===== src/rtl/decode_issue_stage_pkg.sv =====
// Shared decode definitions: R-type field layout, funct/ALU codes and the
// instruction decoder used by the issue stage.
package decode_issue_stage_pkg;

    localparam logic [5:0]  OP_RTYPE   = 6'h00;
    localparam logic [5:0]  FUNCT_ADD  = 6'h20;
    localparam logic [5:0]  FUNCT_SUB  = 6'h22;
    localparam logic [5:0]  FUNCT_AND  = 6'h24;
    localparam logic [5:0]  FUNCT_OR   = 6'h25;
    localparam logic [5:0]  FUNCT_SLT  = 6'h2A;
    localparam logic [31:0] NOP_WORD   = 32'h0;

    typedef enum logic [2:0] {
        ALU_AND = 3'b000,
        ALU_OR  = 3'b001,
        ALU_ADD = 3'b010,
        ALU_SUB = 3'b110,
        ALU_SLT = 3'b111
    } alu_t;

    typedef struct packed {
        logic [4:0] rs;
        logic [4:0] rt;
        logic [4:0] rd;
        alu_t       aluop;
        logic       illegal;
    } dec_t;

    // The all-zero word has funct 0, so it is matched before the funct table.
    function automatic dec_t decode(input logic [31:0] w);
        dec_t d;
        d.rs      = w[25:21];
        d.rt      = w[20:16];
        d.rd      = w[15:11];
        d.aluop   = ALU_AND;
        d.illegal = 1'b0;
        if (w == NOP_WORD) begin
            d.aluop = ALU_ADD;
        end else if (w[31:26] != OP_RTYPE) begin
            d.illegal = 1'b1;
        end else begin
            case (w[5:0])
                FUNCT_ADD: d.aluop = ALU_ADD;
                FUNCT_SUB: d.aluop = ALU_SUB;
                FUNCT_AND: d.aluop = ALU_AND;
                FUNCT_OR:  d.aluop = ALU_OR;
                FUNCT_SLT: d.aluop = ALU_SLT;
                default:   d.illegal = 1'b1;
            endcase
        end
        if (d.illegal) d.rd = '0;
        return d;
    endfunction

endpackage


===== src/rtl/decode_issue_stage_reg_scoreboard.sv =====
// Per-register busy bits for in-flight results; flags a RAW hazard on either
// source unless the same-cycle writeback is retiring that register.
module reg_scoreboard #(
    parameter int ADDR_W = 5
) (
    input  logic              clk,
    input  logic              rst,
    input  logic              set_en,
    input  logic [ADDR_W-1:0] set_addr,
    input  logic              clr_en,
    input  logic [ADDR_W-1:0] clr_addr,
    input  logic [ADDR_W-1:0] rd_addr1,
    input  logic [ADDR_W-1:0] rd_addr2,
    output logic              haz
);
    localparam int NREG = 1 << ADDR_W;

    logic [NREG-1:0] busy;

    function automatic logic pending(input logic [ADDR_W-1:0] a);
        return busy[a] && (a != '0) && !(clr_en && clr_addr == a);
    endfunction

    assign haz = pending(rd_addr1) || pending(rd_addr2);

    // Set is applied after clear so a same-register set/clear leaves the bit set.
    always_ff @(posedge clk) begin
        if (rst) begin
            busy <= '0;
        end else begin
            if (clr_en) busy[clr_addr] <= 1'b0;
            if (set_en) busy[set_addr] <= 1'b1;
        end
    end

endmodule


===== src/rtl/decode_issue_stage.sv =====
// Decode/issue stage: drives reg_bank read/write ports, bypasses same-cycle
// writeback into the operands and holds the ID/EX register under backpressure.
module decode_issue_stage
    import decode_issue_stage_pkg::*;
#(
    parameter int DATA_W = 32,
    parameter int ADDR_W = 5
) (
    input  logic              clk,
    input  logic              rst,
    input  logic [31:0]       Instr_in,
    input  logic              Instr_valid,
    output logic              Instr_ready,
    output logic [ADDR_W-1:0] AR1,
    output logic [ADDR_W-1:0] AR2,
    input  logic [DATA_W-1:0] DR1,
    input  logic [DATA_W-1:0] DR2,
    input  logic              WB_valid,
    input  logic [ADDR_W-1:0] WB_addr,
    input  logic [DATA_W-1:0] WB_data,
    output logic [ADDR_W-1:0] Awrite,
    output logic [DATA_W-1:0] DataIn,
    output logic              WReg,
    output logic              EX_valid,
    input  logic              EX_ready,
    output logic [DATA_W-1:0] EX_opA,
    output logic [DATA_W-1:0] EX_opB,
    output logic [ADDR_W-1:0] EX_rd,
    output logic [2:0]        EX_aluop,
    output logic              EX_illegal
);
    dec_t              dec;
    logic              haz;
    logic              fire;
    logic              set_en;
    logic [ADDR_W-1:0] rd_addr;
    logic [DATA_W-1:0] op_a;
    logic [DATA_W-1:0] op_b;

    assign dec     = decode(Instr_in);
    assign AR1     = ADDR_W'(dec.rs);
    assign AR2     = ADDR_W'(dec.rt);
    assign rd_addr = ADDR_W'(dec.rd);

    assign Awrite = WB_addr;
    assign DataIn = WB_data;
    assign WReg   = WB_valid && (WB_addr != '0);

    assign Instr_ready = (!EX_valid || EX_ready) && !haz;
    assign fire        = Instr_valid && Instr_ready;
    assign set_en      = fire && !dec.illegal && (rd_addr != '0);

    reg_scoreboard #(.ADDR_W(ADDR_W)) u_sb (
        .clk      (clk),
        .rst      (rst),
        .set_en   (set_en),
        .set_addr (rd_addr),
        .clr_en   (WB_valid),
        .clr_addr (WB_addr),
        .rd_addr1 (AR1),
        .rd_addr2 (AR2),
        .haz      (haz)
    );

    function automatic logic [DATA_W-1:0] sel_op(input logic [ADDR_W-1:0] a,
                                                 input logic [DATA_W-1:0] bank);
        if (a == '0)                      return '0;
        else if (WB_valid && WB_addr == a) return WB_data;
        else                               return bank;
    endfunction

    assign op_a = sel_op(AR1, DR1);
    assign op_b = sel_op(AR2, DR2);

    always_ff @(posedge clk) begin
        if (rst) begin
            EX_valid   <= 1'b0;
            EX_opA     <= '0;
            EX_opB     <= '0;
            EX_rd      <= '0;
            EX_aluop   <= '0;
            EX_illegal <= 1'b0;
        end else if (fire) begin
            EX_valid   <= 1'b1;
            EX_opA     <= op_a;
            EX_opB     <= op_b;
            EX_rd      <= rd_addr;
            EX_aluop   <= dec.aluop;
            EX_illegal <= dec.illegal;
        end else if (EX_ready) begin
            EX_valid   <= 1'b0;
        end
    end

endmodule


===== config.mk =====
export PLATFORM = sky130hd
export DESIGN_NAME = decode_issue_stage
export DESIGN_NICKNAME = d
export VERILOG_FILES = /design/src/rtl/decode_issue_stage_pkg.sv /design/src/rtl/decode_issue_stage_reg_scoreboard.sv /design/src/rtl/decode_issue_stage.sv
export SDC_FILE = /design/constraint.sdc
export NUM_CORES = 1
export LEC_CHECK = 0
export ABC_CLOCK_PERIOD_IN_PS = 6400
export CORE_ASPECT_RATIO = 1.1
export CORE_MARGIN = 4
export CORE_UTILIZATION = 49
export DETAILED_ROUTE_END_ITERATION = 7
export HOLD_SLACK_MARGIN = 0.1
export PLACE_DENSITY = 0.88
export SLEW_MARGIN = 20
export SYNTH_ARGS = -nofsm -noshare
export SYNTH_HDL_FRONTEND = slang
export SYNTH_SLANG_ARGS = --single-unit

===== constraint.sdc =====
create_clock -name clk -period 6.4 [get_ports clk]
set_input_delay 1.6 -clock clk [delete_from_list [all_inputs] [get_ports clk]]
set_output_delay 1.6 -clock clk [all_outputs]
set_load 0.02 [all_outputs]

==> metrics.txt <==
Avg WL per Cell a little over 20 um; Sw Ratio 0.3017; Area Overhead vs Synth 36.39%; Clock Skew between 10 and 15 ps; Post-Route WL roughly 23 mm; postcts setup bufs 0; overall global routing resource usage 0.2784; PostCTS Resize Cnt 0; chip height 132.7 um; # setup viols final 0; IO Count around 260; Combinational Power Share 0.268; CTS Sinks around 110; WP data required roughly 4800 ps; worst slack, placed between 500 and 600 ps; Core Util, Final 0.6826; Fmax 0.1694 GHz; row cnt between 40 and 50; initial antenna violation count 0; slowest CP cell clkdlybuf4s50_1; PwrDens between 150 and 200 nW/um^2; crit path max fanout 12; global-route wire length before repair between 30 and 40 mm; status finished, final reports clean; Iter 0 DRT Violations 487; cts hold-fix bufs 0; syn_area_per_cell between 9 and 10 sq um; dpl hpwl ~17 mm; Clk network pwr share 0.320; die width ~120 um; hold violation total from the final report 0; clk root buf clkbuf_16; vias in the first global route 6,429; startpoint types input port; Nets approximately 1.0k; deepest clock path buffer count 2; Int Power 1.190 mW; clk_lat worst skew ~350 ps; number of vias per cell between 5 and 6; Final period util 0.9224; gpl congestion 0.9909; EDFF count, synth 0; gate count after technology mapping between 700 and 800; Synth Cell Area between 6000 and 7000 sq um; DIE AREA between 15,000 and 20,000 sq um; unrepaired setup endpoints after global routing no; Max Cap Viol 0; most frequent cells in the layout clkdlybuf4s50_1, dfxtp_1, nor2b_1; Peak supply drop between 100 and 150 uV; Initial Util 0.5005; hold endpoint EX_aluop[1]; Seq/Total Area, Yosys 0.3061; Leakage 3.464 nW; Syn Nets about 870; Power, Total about 1.7 mW; ys flop type dfxtp_1; Yosys Warn Count 0; hold-critical path depth 2; antenna cells 0; Worst-Margin Slew between 1000 and 1500 ps; reg2reg end EX_opA[25]; layout cell share with drive strength beyond 1 0.1355; Final Max Tran Viols 0; vias 6,186; Synth Register Bits 106; input/output buffers between 200 and 300; FF-to-FF setup slack roughly 3600 ps; Clock Pin Slew Worst Setup and Hold Paths 80 ps; TritonCTS Buffers 9; HP Start EX_aluop[1]; H-tree levels 3; final setup margin between 400 and 500 ps; Max stage delay on crit path 600 ps; residual DRC count 0; largest net degree at the start of global routing slightly above 70; Setup crit end kind output pin; sequential power share 0.412; setup tns final 0 ps; grt ovf 0; Arrival @ worst endpoint between 4000 and 5000 ps; Slew headroom 0.2873; Most common cell on crit path clkdlybuf4s50_1; net switching power 514.2 uW; reg-to-reg critical path startpoint u_sb.busy[9]; core area ~14,000 sq um; Hold Path Class reg2reg; CTS tree yes; Worst Reg-to-Reg Cells 6; commonest non-fill, non-tap cell in the layout clkdlybuf4s50_1; First-pass DRT Iterations 5; critical path type in2out; synth unique cells 50; ys async rst share 0; FILL cells around 1.1k; fin crit period 5903 ps; DRT antenna net count 0; critical-path cell list clkdlybuf4s50_1 > buf_4 > mux4_2 > mux2_2 > o22ai_1 > o41a_2 > nand2_2 > inv_1 > clkdlybuf4s50_1
## critical path: cells and delay by family
kind | cells | cell delay [ps]
mux | 2 | 800
compound gates | 2 | 440
buf+inv | 4 | 1350
simple gates | 1 | 110
## synth_stat cells (2+ instances only)
cell type | number | area share
or4_1 | 4 | 0.0043
a21oi_1 | 4 | 0.0029
o21ai_0 | 17 | 0.012
a31oi_1 | 2 | 0.0018
mux2_1 | 14 | 0.023
nand3_1 | 14 | 0.010
inv_1 | 2 | 0.0011
nand4_1 | 3 | 0.0027
nand3b_1 | 19 | 0.021
mux4_2 | 16 | 0.052
dfxtp_1 | 106 | 0.31
o41ai_1 | 3 | 0.0038
or3_1 | 2 | 0.0018
mux2_2 | 54 | 0.088
or2_1 | 2 | 0.0018
o31ai_1 | 10 | 0.011
xnor2_1 | 2 | 0.0025
nor3_1 | 7 | 0.0051
nor2b_1 | 87 | 0.079
nor3b_1 | 3 | 0.0032
o41ai_2 | 20 | 0.047
buf_4 | 47 | 0.051
nor4_1 | 8 | 0.0072
buf_6 | 11 | 0.018
xor2_1 | 8 | 0.010
clkbuf_1 | 28 | 0.015
and2_1 | 4 | 0.0036
nor2_1 | 74 | 0.040
nand2_1 | 37 | 0.020
nand2b_1 | 16 | 0.014
and3_1 | 3 | 0.0027
buf_2 | 15 | 0.011
mux2i_1 | 74 | 0.11
## layer usage
metal / part of all wire / GRT usage / wire, um
met5: 0 / 0 / 0
met4: 0.032 / 0.09527 / 720
met2: 0.50 / 0.4796 / 11250
met1: 0.39 / 0.3357 / 8747
met3: 0.086 / 0.07097 / 1948
## registers in the layout, summed over array words and instances, names as in the netlist
| signal | flops |
|---|---|
| EX_opA | 32 |
| EX_opB | 32 |
| u_sb.busy | 32 |
| EX_rd | 5 |
| EX_aluop | 3 |
| EX_illegal | 1 |
| EX_valid | 1 |
## power by group through the flow
stage	clock [mW]	combinational [mW]	sequential (mW)
after floorplan	0	0.220	0.753
after global placement	0	0.452	0.716
after detailed placement	0	0.456	0.717
after CTS	0.555	0.458	0.702
after global routing	0.585	0.485	0.705
final	0.545	0.457	0.702
## cell families after synthesis
family	share of synthesized area
AND/OR/NAND/NOR	0.2235
XOR/XNOR	0.01264
AO/OA/AOI/OAI	0.09134
multiplexers	0.2693
flip-flops	0.3061
buffers and inverters	0.09711
## how the worst max path moves through the flow
stage | start | to | depth (start not counted)
final | Instr_in[16] | Instr_ready | 9
after CTS | Instr_in[16] | Instr_ready | 9
after global placement | Instr_in[16] | Instr_ready | 9
after detailed placement | Instr_in[16] | Instr_ready | 9
after floorplan | WB_addr[1] | Instr_ready | 9
after global routing | Instr_in[16] | Instr_ready | 9
## per-stage QoR
| step | cells | instance area, sq um | hold WS (ps) |
|---|---|---|---|
| finish | 1103 | 9454 | 478.2 |
| global route | 1103 | 9454 | 498.6 |
| CTS | 1103 | 9454 | 481.1 |
| detailed placement | 1087 | 9171 | 466.6 |
| global placement | 1087 | 9171 | 459.9 |
| floorplan | 733 | 6932 | 433.6 |
## final cells by class
cell class / instances / area [sq um] / share of cell area
Multi-Input combinational cell: 522 / 4139 / 0.4378
Tap cell: 188 / 235.2 / 0.02488
Inverter: 2 / 7.507 / 0.0007941
Sequential cell: 106 / 2122 / 0.2245
Timing Repair Buffer: 269 / 2668 / 0.2822
Clock inverter: 7 / 57.56 / 0.006088
Clock buffer: 9 / 225.2 / 0.02382
No activity file was read; power rests on OpenSTA's default activity.
